File: src/rtl/dispatch_tag_arbiter.sv
// Round-robin dispatch arbiter: grants one decoder per cycle, allocates the lowest free tag,
// recycles tags on writeback and supports drain. Optional stall counter: DISPATCH_TAG_ARB_STATS_EN.
module dispatch_tag_arbiter #(
  parameter int NumRequesters = 4,
  parameter int NumTags       = 8,
  parameter int TagWidth      = $clog2(NumTags),
  parameter int ReqIdxWidth   = (NumRequesters > 1) ? $clog2(NumRequesters) : 1
) (
  input  logic                     clk_i,
  input  logic                     rst_i,
  input  logic [NumRequesters-1:0] req_valid_i,
  output logic [NumRequesters-1:0] req_ready_o,
  input  logic                     table_space_i,
  output logic                     insert_o,
  output logic [TagWidth-1:0]      insert_tag_o,
  output logic [ReqIdxWidth-1:0]   insert_req_o,
  input  logic                     eu_valid_i,
  input  logic [TagWidth-1:0]      eu_tag_i,
  input  logic                     drain_i,
  output logic                     drained_o,
  output logic [TagWidth:0]        free_count_o,
  output logic [31:0]              stall_cycles_o
);

  typedef enum logic {RUN, DRAIN} state_e;

  state_e                   state_q, state_d;
  logic [NumTags-1:0]       free_q, free_d;
  logic [ReqIdxWidth-1:0]   rr_q, rr_d;
  logic [ReqIdxWidth-1:0]   winner, cand;
  logic [TagWidth-1:0]      free_tag;
  logic                     any_req, any_free, grant, drain_done;
  logic [TagWidth:0]        pop_cnt;

  // Winner search starts at the round-robin pointer; tag search picks the lowest free index.
  always_comb begin
    winner   = '0;
    cand     = '0;
    any_req  = 1'b0;
    free_tag = '0;
    any_free = 1'b0;
    pop_cnt  = '0;
    for (int k = 0; k < NumRequesters; k++) begin
      cand = ReqIdxWidth'((int'(rr_q) + k) % NumRequesters);
      if (!any_req && req_valid_i[cand]) begin
        any_req = 1'b1;
        winner  = cand;
      end
    end
    for (int t = 0; t < NumTags; t++) begin
      if (!any_free && free_q[t]) begin
        any_free = 1'b1;
        free_tag = TagWidth'(t);
      end
      pop_cnt = pop_cnt + {{TagWidth{1'b0}}, free_q[t]};
    end
    grant = !rst_i && (state_q == RUN) && any_free && table_space_i && any_req;
    rr_d  = ReqIdxWidth'((int'(winner) + 1) % NumRequesters);
    free_d = free_q;
    if (grant)      free_d[free_tag] = 1'b0;
    if (eu_valid_i) free_d[eu_tag_i] = 1'b1;
  end

  always_ff @(posedge clk_i) begin
    if (rst_i) begin
      state_q <= RUN;
      free_q  <= '1;
      rr_q    <= '0;
    end else begin
      state_q <= state_d;
      free_q  <= free_d;
      if (grant) rr_q <= rr_d;
    end
  end

  // Drain completes once every tag is back, counting a writeback landing this cycle.
  always_comb begin
    state_d    = state_q;
    drain_done = 1'b0;
    case (state_q)
      RUN:     if (drain_i) state_d = DRAIN;
      DRAIN:   if (&free_d) begin
                 state_d    = RUN;
                 drain_done = 1'b1;
               end
      default: state_d = RUN;
    endcase
  end

  always_comb begin
    for (int i = 0; i < NumRequesters; i++) begin
      req_ready_o[i] = grant && (winner == ReqIdxWidth'(i));
    end
    insert_o     = grant;
    insert_tag_o = grant ? free_tag : '0;
    insert_req_o = grant ? winner : '0;
    drained_o    = drain_done && !rst_i;
    free_count_o = pop_cnt;
  end

`ifdef DISPATCH_TAG_ARB_STATS_EN
  logic [31:0] stall_q;

  always_ff @(posedge clk_i) begin
    if (rst_i) begin
      stall_q <= '0;
    end else if ((|req_valid_i) && !grant && (stall_q != '1)) begin
      stall_q <= stall_q + 32'd1;
    end
  end

  assign stall_cycles_o = stall_q;
`else
  assign stall_cycles_o = 32'd0;
`endif

`ifndef SYNTHESIS
  // Retiring a tag that is already free points to a bookkeeping bug upstream.
  assert property (@(posedge clk_i) disable iff (rst_i) eu_valid_i |-> !free_q[eu_tag_i]);
`endif

endmodule

File: config.mk
export PLATFORM = sky130hd
export DESIGN_NAME = dispatch_tag_arbiter
export DESIGN_NICKNAME = d
export VERILOG_FILES = /design/src/rtl/dispatch_tag_arbiter.sv
export SDC_FILE = /design/constraint.sdc
export NUM_CORES = 1
export LEC_CHECK = 0
export CAP_MARGIN = 10
export CORE_MARGIN = 2
export CORE_UTILIZATION = 42
export CTS_BUF_LIST = sky130_fd_sc_hd__clkbuf_8 sky130_fd_sc_hd__clkbuf_16
export DETAILED_ROUTE_END_ITERATION = 6
export GPL_ROUTABILITY_DRIVEN = 0
export GPL_TIMING_DRIVEN = 0
export PLACE_DENSITY = 0.81
export REMOVE_ABC_BUFFERS = 1
export SKIP_CTS_REPAIR_TIMING = 1
export SLEW_MARGIN = 20
export SYNTH_ARGS = -nofsm -noshare
export SYNTH_HDL_FRONTEND = slang
export SYNTH_SLANG_ARGS = --single-unit
File: constraint.sdc
create_clock -name clk_i -period 3.4 [get_ports clk_i]
set_clock_uncertainty 0.1 [all_clocks]
set_input_delay 0.51 -clock clk_i [delete_from_list [all_inputs] [get_ports clk_i]]
set_output_delay 0.51 -clock clk_i [all_outputs]
set_load 0.01 [all_outputs]
# Word level (Yosys, flattened, before mapping)
# Cells that the tools add are included.
# word_totals
inputBits	12
reg_bits	11
out_inout_bits	47
# op_classes
n_lt_le_gt_ge	8
bitwise	4
n_addsub	11
n_eq_ne	3
n_mux	44
n_reduce_logical	34
# op_table
operator	count
$mux W1	23
$logic_and A1 B1 Y1	21
$mux W3	7
$add A4 B1 Y4	4
$mux W8	2
$lt A2 B3 Y1 const B	4
$logic_not A1 Y1	11
$mux W2	5
$and A8 B8 Y8	1
$bmux W1 S2	4
$lt A3 B4 Y1 const B	2
$not A8 Y8	1
$or A8 B8 Y8	1
$reduce_and A8 Y1	1
$demux W1 S3	2
$ge A3 B1 Y1 const B	2
$add A2 B1 Y2 const B	2
$add A2 B2 Y2 const B	2
$add A3 B1 Y4	1
$eq A2 B2 Y1 const B	2
$add A2 B1 Y3	1
$add A1 B1 Y2	1
$eq A2 B1 Y1 const B	1
$logic_not A2 Y1	1
2 further kinds	2

# Depth between registers and ports, before layout
# logic_depth
ltp_word	35
ltp_mapped	8
ltp_nobuf	8

# Worst setup path before layout
# OpenSTA, ideal clock, no wires.
# synth_path
path_kind	reg-to-output
from	reg free_q[0]
to	out free_count_o[2]
arrival_time_ns	2.629
n_path_buf	0
path_slack_ns	0.161
stages_incl_launch_ff	9
path_cell_list	dfxtp_1 fa_1 inv_1 fa_1 fa_1 inv_1 ha_1 fa_1 xor2_1
# synth_between
elab_chain_cells	7
# synth_rtl
element	line	text
from (decl)	28	logic [NumTags-1:0] free_q, free_d;
from (signal assigned)	71	free_q <= free_d;
$add A1 B1 Y2	55	pop_cnt = pop_cnt + {{TagWidth{1'b0}}, free_q[t]};
$add A2 B1 Y3	55	
$add A3 B1 Y4	55	
$add A4 B1 Y4 (4 in a row)	55	
to (decl)	21	output logic [TagWidth:0] free_count_o,
# Every way passes these cells.

# Worst setup path after layout
# Ends and elaborated chain as after synthesis.

==> summary.md <==
- **run status** finished, violations left
- **violated checks** negative setup slack
- **number of distinct library cells after synthesis** 48
- **worst reg2reg setup slack** 1.31 ns
- **clock transition time at the flip-flop clock pins of the worst setup and hold paths** 0.05 ns
- **Synth Register Bits** 11
- **effective utilization at floorplan** 43.4%
- **pwr dens** 247 nW/um^2
- **cell type contributing the most total cell area after synthesis** sky130_fd_sc_hd__buf_4
- **antenna violations before repair** 0
- **max-cap viol count** 0
- **worst slack on hold paths** 0.447 ns
- **Crit Path Max Fanout** 3
- **final hold vios** 0
- **worst setup margin** -0.229 ns
- **clock latency reported for the late side of the worst-skew pair** 0.24 ns
- **Worst-Margin Slew** 0.544 ns
- **post-synthesis async set-or-reset flop share** 0%
- **number of clock sinks** 11
- **critical path arrival** 3.02 ns
- **final slew viol count** 0
- **number of global-route vias before repair** 887
- **number of buffers added by the clock tree synthesis step** 3
- **DR WL/cell** 11.6 um
- **Pre-Repair DR Iteration Count** 4
- **site row count** 20
- **net count of the finished layout** 208
- **antenna violation net count after detailed routing** 0
- **share of post-route cells with drive strength above 1** 17.0%
- **global-route wire length before repair** 3920 um
- **overall power after layout** 395 uW
- **Startpoint Class** flop
- **vertical die dimension** 59.7 um
- **number of violations reported at the end of detailed-routing iteration 0** 22
- **leakage power of the design** 0.786 nW
- **predominant post-synthesis flop cell** sky130_fd_sc_hd__dfxtp_1
- **post-placement cell area** 1470 um^2
- **total length of routed wires** 2500 um
- **Post-Route Utilization** 53.3%
- **worst supply voltage drop on vdd** 207 uV
- **endpoint type of the worst setup path** output port
- **highest attainable clock frequency** 0.276 GHz
- **total inserted antenna cells** 0
- **count of synthesis-stage warnings from yosys** 0
- **total die area** 3560 um^2
- **overall via count from detail_route** 1,046
- **unrepaired setup endpoints after global routing** true
- **combined global-route utilization of all metal layers** 14.2%
- **endpoints failing setup** 2
- **PortBufs** 26
- **final critical-path share of the clock period** 107%
- **Core Area** 3000 um^2
- **min cycle time layout** 3.63 ns
- **placed cells** 211
- **cell area after layout** 1600 um^2
- **DR vias/cell** 4.87
- **Layout area overhead** 22.9%
- **largest net degree at the start of global routing** 15
- **buffers from clock root to sink, at most** 2
- **boundary pin count** 59
- **number of instances in the synthesized netlist** 155
- **data required time of the worst path** 2.79 ns
- **Yosys top cell area share** 19.0%
- **post-synthesis instance area** 1300 um^2
- **remaining global-route overflow** 0
- **clock tree from TritonCTS** yes
- **number of flops mapped to enable cells by yosys** 0
- **overall die width** 59.7 um
- **sequential area share after synthesis** 16.9%
- **Filler Cell Count** 291
- **worst-case headroom to the max-slew limit** 63.7%
- **HPWL after detailed placement** 1960 um
- **DRC errors left** 0
- **worst setup path class** flop to output port
- **mean instance size in the synthesized netlist** 8.40 um^2
- **Root Buffer Master** sky130_fd_sc_hd__clkbuf_8
- **worst hold-check path type** flop to flop
- **Post-Layout Cell Count** 215
- **depth of the CTS H-tree** 1
- **top cells by area in the synthesized netlist** sky130_fd_sc_hd__buf_4 (19%), sky130_fd_sc_hd__dfxtp_1 (17%), sky130_fd_sc_hd__ha_1 (8.6%)
-- metrics by stage --
step                setup TNS [ns]  worst slack (ns)
CTS                          -2.20            -0.736
global route                -0.726            -0.369
finish                      -0.431            -0.229
detailed placement           -1.18            -0.475
global placement            -0.966            -0.372
floorplan                        0             0.161
-- layer usage --
layer / routed length [um] / up-vias / track usage, %
met3: 119 / 3 / 1.95
met1: 1210 / 474 / 20.3
met5: 0 / - / 0
li1: - / 534 / -
met2: 1130 / 35 / 21.9
met4: 38 / 0 / 4.76
-- power by group --
group	switching (mW)	leakage [nW]	internal [mW]
Clock	0.0514	0.0269	0.0795
Combinational	0.0693	0.671	0.0562
Sequential	0.00495	0.0883	0.134
Total	0.126	0.786	0.269
-- worst paths after layout --
check,end,from,cells after the start
max,free_count_o[2],free_q[0],9
min,free_q[1],free_q[1],2
min reg2reg,free_q[1],free_q[1],2
max reg2reg,state_q,free_q[1],6
-- layout make-up --
cell class	count	area [um^2]	area share [%]
sequential	11	224	14.0
clock inverter	1	3.75	0.235
inverter	17	68.8	4.30
tap	33	41.3	2.58
timing repair buffer	26	267	16.7
clock buffer	3	41.3	2.58
multi-input combinational	124	955	59.7
-- cells in the final DEF, fill, tap and decap left out, drive strengths merged, types with 2 or more instances in the layout --
master          n
nor4            2
buf             2
dfxtp          11
nand3b          3
nor2b           3
o22ai           2
ha              9
a221oi          2
and2            5
nor2           15
inv            18
nor4bb          2
nand2           3
clkbuf          4
a221o           2
nand3           4
nand4           2
fa              4
o21ai           6
conb           32
a21oi           4
dlymetal6s2s    6
clkdlybuf4s50  17
nor4b           2
-- registers in the layout (all words and copies together) (netlist names) --
signal	flops
state_q	1
free_q	8
rr_q	2
-- cells in the mapped netlist, drive strengths merged, types with 2 or more instances --
library cell	count
ha	9
nor4b	2
dfxtp	11
nand4	2
a221oi	2
o22ai	2
and2	5
inv	17
nand3b	3
nand3	4
buf	33
nor2	15
nor4bb	2
a21oi	4
nor4	2
nand2	3
fa	4
nor2b	3
o21ai	6
a221o	2
-- cell families (layout without fill, tap and decap cells) --
family,after synthesis,in the layout,share of synthesized area (%)
flip-flops,11,11,16.9
buffers and inverters,51,47,24.6
AO/OA/AOI/OAI,29,29,17.8
adder cells (fa/ha/maj),13,13,14.8
XOR/XNOR,1,1,0.673
multiplexers,1,1,0.769
other,1,32,0.288
AND/OR/NAND/NOR,48,48,24.2
-- critical path: stages (launching register included) --
cell and delay (ns):
sky130_fd_sc_hd__dfxtp_2 0.33, sky130_fd_sc_hd__fa_1 0.54, sky130_fd_sc_hd__inv_2 0.04, sky130_fd_sc_hd__fa_1 0.48, sky130_fd_sc_hd__fa_1 0.53, sky130_fd_sc_hd__inv_2 0.05, sky130_fd_sc_hd__ha_4 0.16, sky130_fd_sc_hd__fa_2 0.33
sky130_fd_sc_hd__xor2_1 0.16, sky130_fd_sc_hd__buf_2 0.15
No activity file was read; power rests on OpenSTA's default activity.
